## src/rtl/hazard_control_unit.sv

```systemverilog
// hazard_control_unit: load-use stall, branch flush and memory-busy freeze
// control for a classic five-stage pipeline. Control outputs are
// combinational so a hazard stalls in the cycle it is presented; only the
// stall-cycle statistic is registered.
//
// state      | meaning
// -----------+----------------------------------------------------------
// RUN        | normal flow; a load-use hazard stalls here for one cycle
// LOAD_STALL | extra load-latency bubbles; cnt holds the remaining count
module hazard_control_unit #(
  parameter int REG_ADDR_W      = 5,
  parameter int LOAD_LATENCY    = 1,
  parameter int ZERO_REG_IGNORE = 1,
  parameter int CNT_W           = 16
) (
  input  logic                  clk,
  input  logic                  rst_n,
  input  logic                  ID_EX_memRead,
  input  logic [REG_ADDR_W-1:0] ID_EX_rt,
  input  logic [REG_ADDR_W-1:0] IF_ID_rs,
  input  logic [REG_ADDR_W-1:0] IF_ID_rt,
  input  logic                  IF_ID_rs_used,
  input  logic                  IF_ID_rt_used,
  input  logic                  branch_taken,
  input  logic                  mem_busy,
  input  logic                  stat_clear,
  output logic                  PCWrite,
  output logic                  IF_IDWrite,
  output logic                  ID_EXWrite,
  output logic                  EX_MEMWrite,
  output logic                  memRegWriteSelection,
  output logic                  IF_IDFlush,
  output logic                  ID_EXFlush,
  output logic                  stall_active,
  output logic [CNT_W-1:0]      stall_cycles
);

  typedef enum logic {RUN, LOAD_STALL} state_t;

  // The first hazard cycle is spent in RUN, so LOAD_STALL covers the rest.
  localparam logic [3:0] STALL_INIT = 4'(LOAD_LATENCY - 1);

  state_t     state, state_nxt;
  logic [3:0] cnt, cnt_nxt;
  logic       rs_match, rt_match, rt_is_zero, hazard;

  assign rs_match   = IF_ID_rs_used && (IF_ID_rs == ID_EX_rt);
  assign rt_match   = IF_ID_rt_used && (IF_ID_rt == ID_EX_rt);
  assign rt_is_zero = (ZERO_REG_IGNORE != 0) && (ID_EX_rt == '0);
  assign hazard     = ID_EX_memRead && (rs_match || rt_match) && !rt_is_zero;

  // State and remaining-cycle register with synchronous active-low reset.
  always_ff @(posedge clk) begin
    if (!rst_n) begin
      state <= RUN;
      cnt   <= 4'd0;
    end else begin
      state <= state_nxt;
      cnt   <= cnt_nxt;
    end
  end

  // Prioritised next-state and control decode: reset, freeze, flush, stall.
  always_comb begin
    state_nxt            = state;
    cnt_nxt              = cnt;
    PCWrite              = 1'b1;
    IF_IDWrite           = 1'b1;
    ID_EXWrite           = 1'b1;
    EX_MEMWrite          = 1'b1;
    memRegWriteSelection = 1'b0;
    IF_IDFlush           = 1'b0;
    ID_EXFlush           = 1'b0;
    if (!rst_n) begin
      state_nxt = RUN;
      cnt_nxt   = 4'd0;
    end else if (mem_busy) begin
      // Frozen stages keep their contents, so branch/hazard are seen later.
      PCWrite     = 1'b0;
      IF_IDWrite  = 1'b0;
      ID_EXWrite  = 1'b0;
      EX_MEMWrite = 1'b0;
    end else if (branch_taken) begin
      IF_IDFlush = 1'b1;
      ID_EXFlush = 1'b1;
      state_nxt  = RUN;
      cnt_nxt    = 4'd0;
    end else if (state == LOAD_STALL) begin
      // ID/EX holds a bubble now, so its memRead is not looked at.
      PCWrite              = 1'b0;
      IF_IDWrite           = 1'b0;
      memRegWriteSelection = 1'b1;
      cnt_nxt              = cnt - 4'd1;
      if (cnt == 4'd1) state_nxt = RUN;
    end else if (hazard) begin
      PCWrite              = 1'b0;
      IF_IDWrite           = 1'b0;
      memRegWriteSelection = 1'b1;
      if (LOAD_LATENCY > 1) begin
        state_nxt = LOAD_STALL;
        cnt_nxt   = STALL_INIT;
      end
    end
  end

  assign stall_active = ~PCWrite;

  // Saturating count of cycles with the PC held; clear beats increment.
  always_ff @(posedge clk) begin
    if (!rst_n || stat_clear) begin
      stall_cycles <= '0;
    end else if (!PCWrite && (stall_cycles != {CNT_W{1'b1}})) begin
      stall_cycles <= stall_cycles + 1'b1;
    end
  end

endmodule
```

## config.mk

```make
export PLATFORM = sky130hd
export DESIGN_NAME = hazard_control_unit
export DESIGN_NICKNAME = d
export VERILOG_FILES = /design/src/rtl/hazard_control_unit.sv
export SDC_FILE = /design/constraint.sdc
export NUM_CORES = 1
export LEC_CHECK = 0
export ABC_CLOCK_PERIOD_IN_PS = 3340
export BUFFER_PORTS_ARGS = -buffer_cell sky130_fd_sc_hd__buf_4
export CAP_MARGIN = 20
export CORE_ASPECT_RATIO = 1.1
export CORE_MARGIN = 5
export CORE_UTILIZATION = 35
export DETAILED_ROUTE_END_ITERATION = 12
export GPL_ROUTABILITY_DRIVEN = 0
export PLACE_DENSITY = 0.61
export SLEW_MARGIN = 20
export SYNTH_ARGS = -nofsm -noshare
export SYNTH_HDL_FRONTEND = slang
export SYNTH_SLANG_ARGS = --single-unit
```

## constraint.sdc

```tcl
create_clock -name clk -period 3.34 [get_ports clk]
set_clock_uncertainty 0.05 [all_clocks]
set_input_delay 0.334 -clock clk [delete_from_list [all_inputs] [get_ports clk]]
set_output_delay 0.334 -clock clk [all_outputs]
set_load 0.005 [all_outputs]
```

=== Word-level counts from Yosys, hierarchy flattened ===
Cells that the tools add are included.

* Register bits after elaboration: 21
* Bits of input ports: 23
* Logic and storage cells: 44

* Add/subtract/negate cells: 2
* Equality and inequality tests: 4
* Muxes and demuxes: 20
* Bitwise gates (word level): 2
* Reduce and logical (&&, ||, !) cells: 13

{| class="wikitable"
|+ Operators by type and width
! kind !! count
|-
| $mux W1 || 18
|-
| $add A16 B1 Y16 const B || 1
|-
| $ne A16 B16 Y1 const B || 1
|-
| $eq A5 B5 Y1 || 2
|-
| $mux W4 || 2
|-
| $logic_and A1 B1 Y1 || 5
|-
| $logic_not A5 Y1 || 1
|-
| $eq A4 B1 Y1 const B || 1
|-
| $sub A4 B1 Y4 const B || 1
|-
| $logic_not A1 Y1 || 3
|-
| $logic_or A1 B1 Y1 || 2
|-
| $not A1 Y1 || 2
|-
| $reduce_and A2 Y1 || 1
|-
| $reduce_bool A2 Y1 || 1
|}

=== Longest topological paths before layout ===
* Depth in word-level cells: 12
* Mapped depth: 8
* Gate-level depth less buffers: 7

=== Least setup slack after synthesis ===
Ideal clock, no wire load.

* Kind: in2reg
* From: input port ID_EX_rt[1]
* To: register stall_cycles[1]
* Arrival: 1.933 ns
* Data required time: 3.162 ns
* Path slack: 1.230 ns
* Cell stages on the path: 7
* Path buffers: 1
* Cells stage by stage: or4_2 > o21ai_0 > a211o_1 > o21ba_2 > buf_4 > mux2i_1 > nor2_1

* Longest elaborated chain between the ends: 12
* Elaborated cells between the ends (all ways): 16

{| class="wikitable"
|+ RTL lines
! what !! RTL line !! source
|-
| start, declared || 19 || <nowiki>input logic [REG_ADDR_W-1:0] ID_EX_rt,</nowiki>
|-
| $eq A5 B5 Y1, on equally long branches || 47, 48 ||
|-
| $logic_and A1 B1 Y1, on equally long branches || 47, 48 ||
|-
| $logic_or A1 B1 Y1 || 50 || <nowiki>assign hazard = ID_EX_memRead && (rs_match || rt_match) && !rt_is_zero;</nowiki>
|-
| $logic_and A1 B1 Y1 || 50 ||
|-
| $logic_and A1 B1 Y1 (*) || 50 ||
|-
| $mux W1 (*) || 95 || <nowiki>end else if (hazard) begin</nowiki>
|-
| $mux W1 (*) || 88 || <nowiki>end else if (state == LOAD_STALL) begin</nowiki>
|-
| $mux W1 (*) || 83 || <nowiki>end else if (branch_taken) begin</nowiki>
|-
| $mux W1 (*) || 77 || <nowiki>end else if (mem_busy) begin</nowiki>
|-
| $mux W1 (*) || 74 || <nowiki>if (!rst_n) begin</nowiki>
|-
| $logic_not A1 Y1 (*) || 112 || <nowiki>end else if (!PCWrite && (stall_cycles != {CNT_W{1'b1}})) begin</nowiki>
|-
| $logic_and A1 B1 Y1 (*) || 112 ||
|-
| end signal, assigned || 113 || <nowiki>stall_cycles <= stall_cycles + 1'b1;</nowiki>
|-
| end, declared || 35 || <nowiki>output logic [CNT_W-1:0] stall_cycles</nowiki>
|}

Every way passes the cells marked *; elsewhere a longest branch is shown, timed or not.
A chain may end at the register's enable or synchronous reset.

=== Worst setup path after layout ===
* From: input port ID_EX_rt[1]
* To: output port IF_IDWrite

* Longest elaborated chain between the ends: 10
* Elaborated cells between the ends (all ways): 14

{| class="wikitable"
|+ RTL lines
! what !! RTL line !! source
|-
| $eq A5 B5 Y1, on equally long branches || 47, 48 ||
|-
| $logic_and A1 B1 Y1, on equally long branches || 47, 48 ||
|-
| $logic_or A1 B1 Y1 || 50 ||
|-
| $logic_and A1 B1 Y1 || 50 ||
|-
| $logic_and A1 B1 Y1 (*) || 50 ||
|-
| $mux W1 (*) || 95 ||
|-
| $mux W1 (*) || 88 ||
|-
| $mux W1 (*) || 83 ||
|-
| $mux W1 (*) || 77 ||
|-
| $mux W1 (*) || 74 ||
|-
| end, declared || 28 || <nowiki>output logic IF_IDWrite,</nowiki>
|}

Marks and branches as above.

==> results.toml <==
[clock_network]
cts_tree = "done"
cts-root-buf = "clkbuf_8"
cts_htree_levels = 1
cts_sinks = 21
clkTransAtPathRegs_ns = 0.09
ctsHoldBuffers = 0
postCtsSetupBuffers = 0
cts_resized = 0
clock_path_buffers = 2
numCtsBuffers = 3
clock_latency_ns = 0.27

[synthesis]
ys_seq_elements = 21
async_reset_ff_frac = 0
synth_top_area_frac = 0.317
synth-edff-count = 0
synth-compound-area-share = 0.212
synth.avg_cell_area_um2 = 8.23
yosysUniqueCellTypes = 41
synthCells = 161
syn_area_mm2 = 0.00133
synth_ff_type = "dfxtp_1"
ys_warn_count = 0
synth_fa_ha_area_frac = 0.0283
synthMuxAreaShare = 0.00755
seq_area_frac_synth = 0.317
synth_top_family_by_area = "simple AND/OR/NAND/NOR gates"
synth-simple-area-share = 0.281
synth.largest_area_cell = "dfxtp_1"
synth_area_leaders = "dfxtp_1, a21oi_1, xor2_1, o21ai_0, nand3_1"
synth-xor-area-share = 0.0727
syn_nets = 187

[timing]
hold_viol_final = 0
max_freq_mhz = 427
layout_min_cycle_time_ns = 2.34
fin_ws_ns = 1.00
rsz0062_at_grt = "false"
maxSlewViolCount = 0
setup_viol = 0
worstMarginPinSlew_ns = 0.619
finalSetupTns_ns = 0
fin_crit_sh = 0.701
maxSlewHeadroom = 0.587

[floorplanning]
die_w_um = 68.7
dieArea_mm2 = 0.00512
die_h_um = 74.5
io-pin-count = 47
num_rows = 23
core-area_mm2 = 0.00365
initial_core_util = 0.363

[setup_path]
r2r-end = "stall_cycles[1]$_SDFFE_PP0P_"
start_kind = "primary input"
cp-end-kind = "primary output"
arrival_ns = 1.96
cp.required_ns = 2.96
crit_type = "primary input to primary output"
rrSetupSlack_ns = 1.08
reg2reg_from = "stall_cycles[0]$_SDFFE_PP0P_"
worstPathMaxFanout = 16
worst-r2r-cell-count = 7

[finish]
drive_gt1_frac = 0.297
diodes = 0
fillers = 386
multiInputGateArea_um2 = 797
nets = 229
area_growth_pct = 27.6
seq_area_um2 = 420

[grt]
grt_max_degree = 17
antenna_found_initial = 0
track_usage = 0.136
grt_pass1_vias = 1256
grt-ovfl-total = 0
grt_pass1_wl_mm = 5.39

[outcome]
status = "completed"

[drt]
top_layer_used = "met4"
drtAntennaViolNets = 0
routed_wl_mm = 3.42
wl_per_cell_um = 13.6
vias = 1325
drcViolationCount = 0
first_pass_iters = 4
wl_met3_um = 146
dr_wl_met2_mm = 1.90
initialDrtViolationCount = 89
drt-met1-wl_mm = 1.35
via_per_inst = 5.26

[min_path]
hold-path-endpoint = "stall_cycles[5]$_SDFFE_PP0P_"
hp-class = "primary input to register"
hp-start = "stat_clear"
holdPathStages = 4

[power]
p_per_area_mw_per_mm2 = 294
ir_drop_mv = 0.132
p_leak_nw = 0.667

[placed_design]
port_buffers = 46
place_hpwl_mm = 2.73
pre_cts_slack_ns = 0.958

[flow_run]
drv_cap = 0
[critical path: stages]
cell     delay, ns
buf_4         0.12
or4_2         0.64
o21ai_0       0.37
o31ai_2       0.12
inv_2         0.21
buf_4         0.15
[metal layers]
metal	vias up	GRT usage
li1	662	-
met1	630	0.147
met2	28	0.260
met3	5	0.0257
met4	0	0.0442
met5	-	0
[area by class of cell]
| type | instances | area share |
|---|---|---|
| clock buffers | 3 | 0.0244 |
| clock inverters | 1 | 0.00296 |
| inverters | 5 | 0.0111 |
| multi-input cells | 126 | 0.472 |
| flip-flops and latches | 21 | 0.249 |
| well taps | 50 | 0.0370 |
| repair buffers | 46 | 0.204 |
[logic make-up (layout without fill, tap and decap cells)]
| group | count (synthesis) | after routing |
|---|---|---|
| XOR/XNOR | 11 | 11 |
| multiplexers | 1 | 1 |
| buffers and inverters | 14 | 55 |
| adder cells (fa/ha/maj) | 3 | 3 |
| AND/OR/NAND/NOR | 66 | 66 |
| AO/OA/AOI/OAI | 45 | 45 |
| flip-flops | 21 | 21 |
[per-stage QoR]
step,hold WS (ns),cell area (µm²),util,power (mW),std cells
finish,0.299,1690,0.463,0.497,252
detailed placement,0.440,1640,0.450,0.326,248
CTS,0.297,1690,0.463,0.501,252
floorplan,0.427,1330,-,0.299,161
global placement,0.424,1640,0.450,0.324,248
global route,0.303,1690,0.463,0.516,252
[worst max path at each step]
stage | start | endpoint | slack, ns
5_1_grt | stall_cycles[0]$_SDFFE_PP0P_ | stall_cycles[1]$_SDFFE_PP0P_ | 0.79
4_1_cts | ID_EX_rt[1] | PCWrite | 1.0
3_5_place_dp | ID_EX_rt[1] | stall_cycles[1]$_SDFFE_PP0P_ | 0.96
6_report | ID_EX_rt[1] | IF_IDWrite | 1.0
2_1_floorplan | ID_EX_rt[1] | stall_cycles[1]$_SDFFE_PP0P_ | 1.23
3_3_place_gp | ID_EX_rt[1] | stall_cycles[1]$_SDFFE_PP0P_ | 1.01
[flip-flops by register name, indices dropped and copies added, names as in the netlist]
register,flops
stall_cycles,16
state,1
cnt,4
[placed cells by master (no fill, tap or decap), drive strengths merged, types with 2 or more instances in the layout]
cell type and n:
clkbuf 3, and3 3, dfxtp 21, a21oi 16, nor4 2, o211ai 2, and2 3, o31ai 4
nor2 9, nand3 11, nand2b 2, or3 9, xor2 9, ha 3, or4 6, buf 46
inv 5, nor3 3, nor2b 4, a32oi 2, o21ai 15, xnor2 2, nand2 10, o211a 2
[synthesized netlist by cell type, drive strengths merged, types with 2 or more instances]
master / n
ha: 3
buf: 6
or4: 6
nor2b: 4
clkbuf: 2
a32oi: 2
inv: 5
nor4: 2
nand2: 10
o31ai: 4
dfxtp: 21
or3: 9
nor2: 9
o211a: 2
o211ai: 2
xnor2: 2
xor2: 9
a21oi: 16
and3: 3
nand3: 11
nand2b: 2
nor3: 3
o21ai: 15
and2: 3
[power breakdown]
part | switching, mW | internal [mW] | total, mW
logic | 0.0327 | 0.0353 | 0.0680
registers | 0.000923 | 0.251 | 0.252
clock network | 0.0939 | 0.0835 | 0.177
Note: power is estimated with default switching activity, not from simulation.
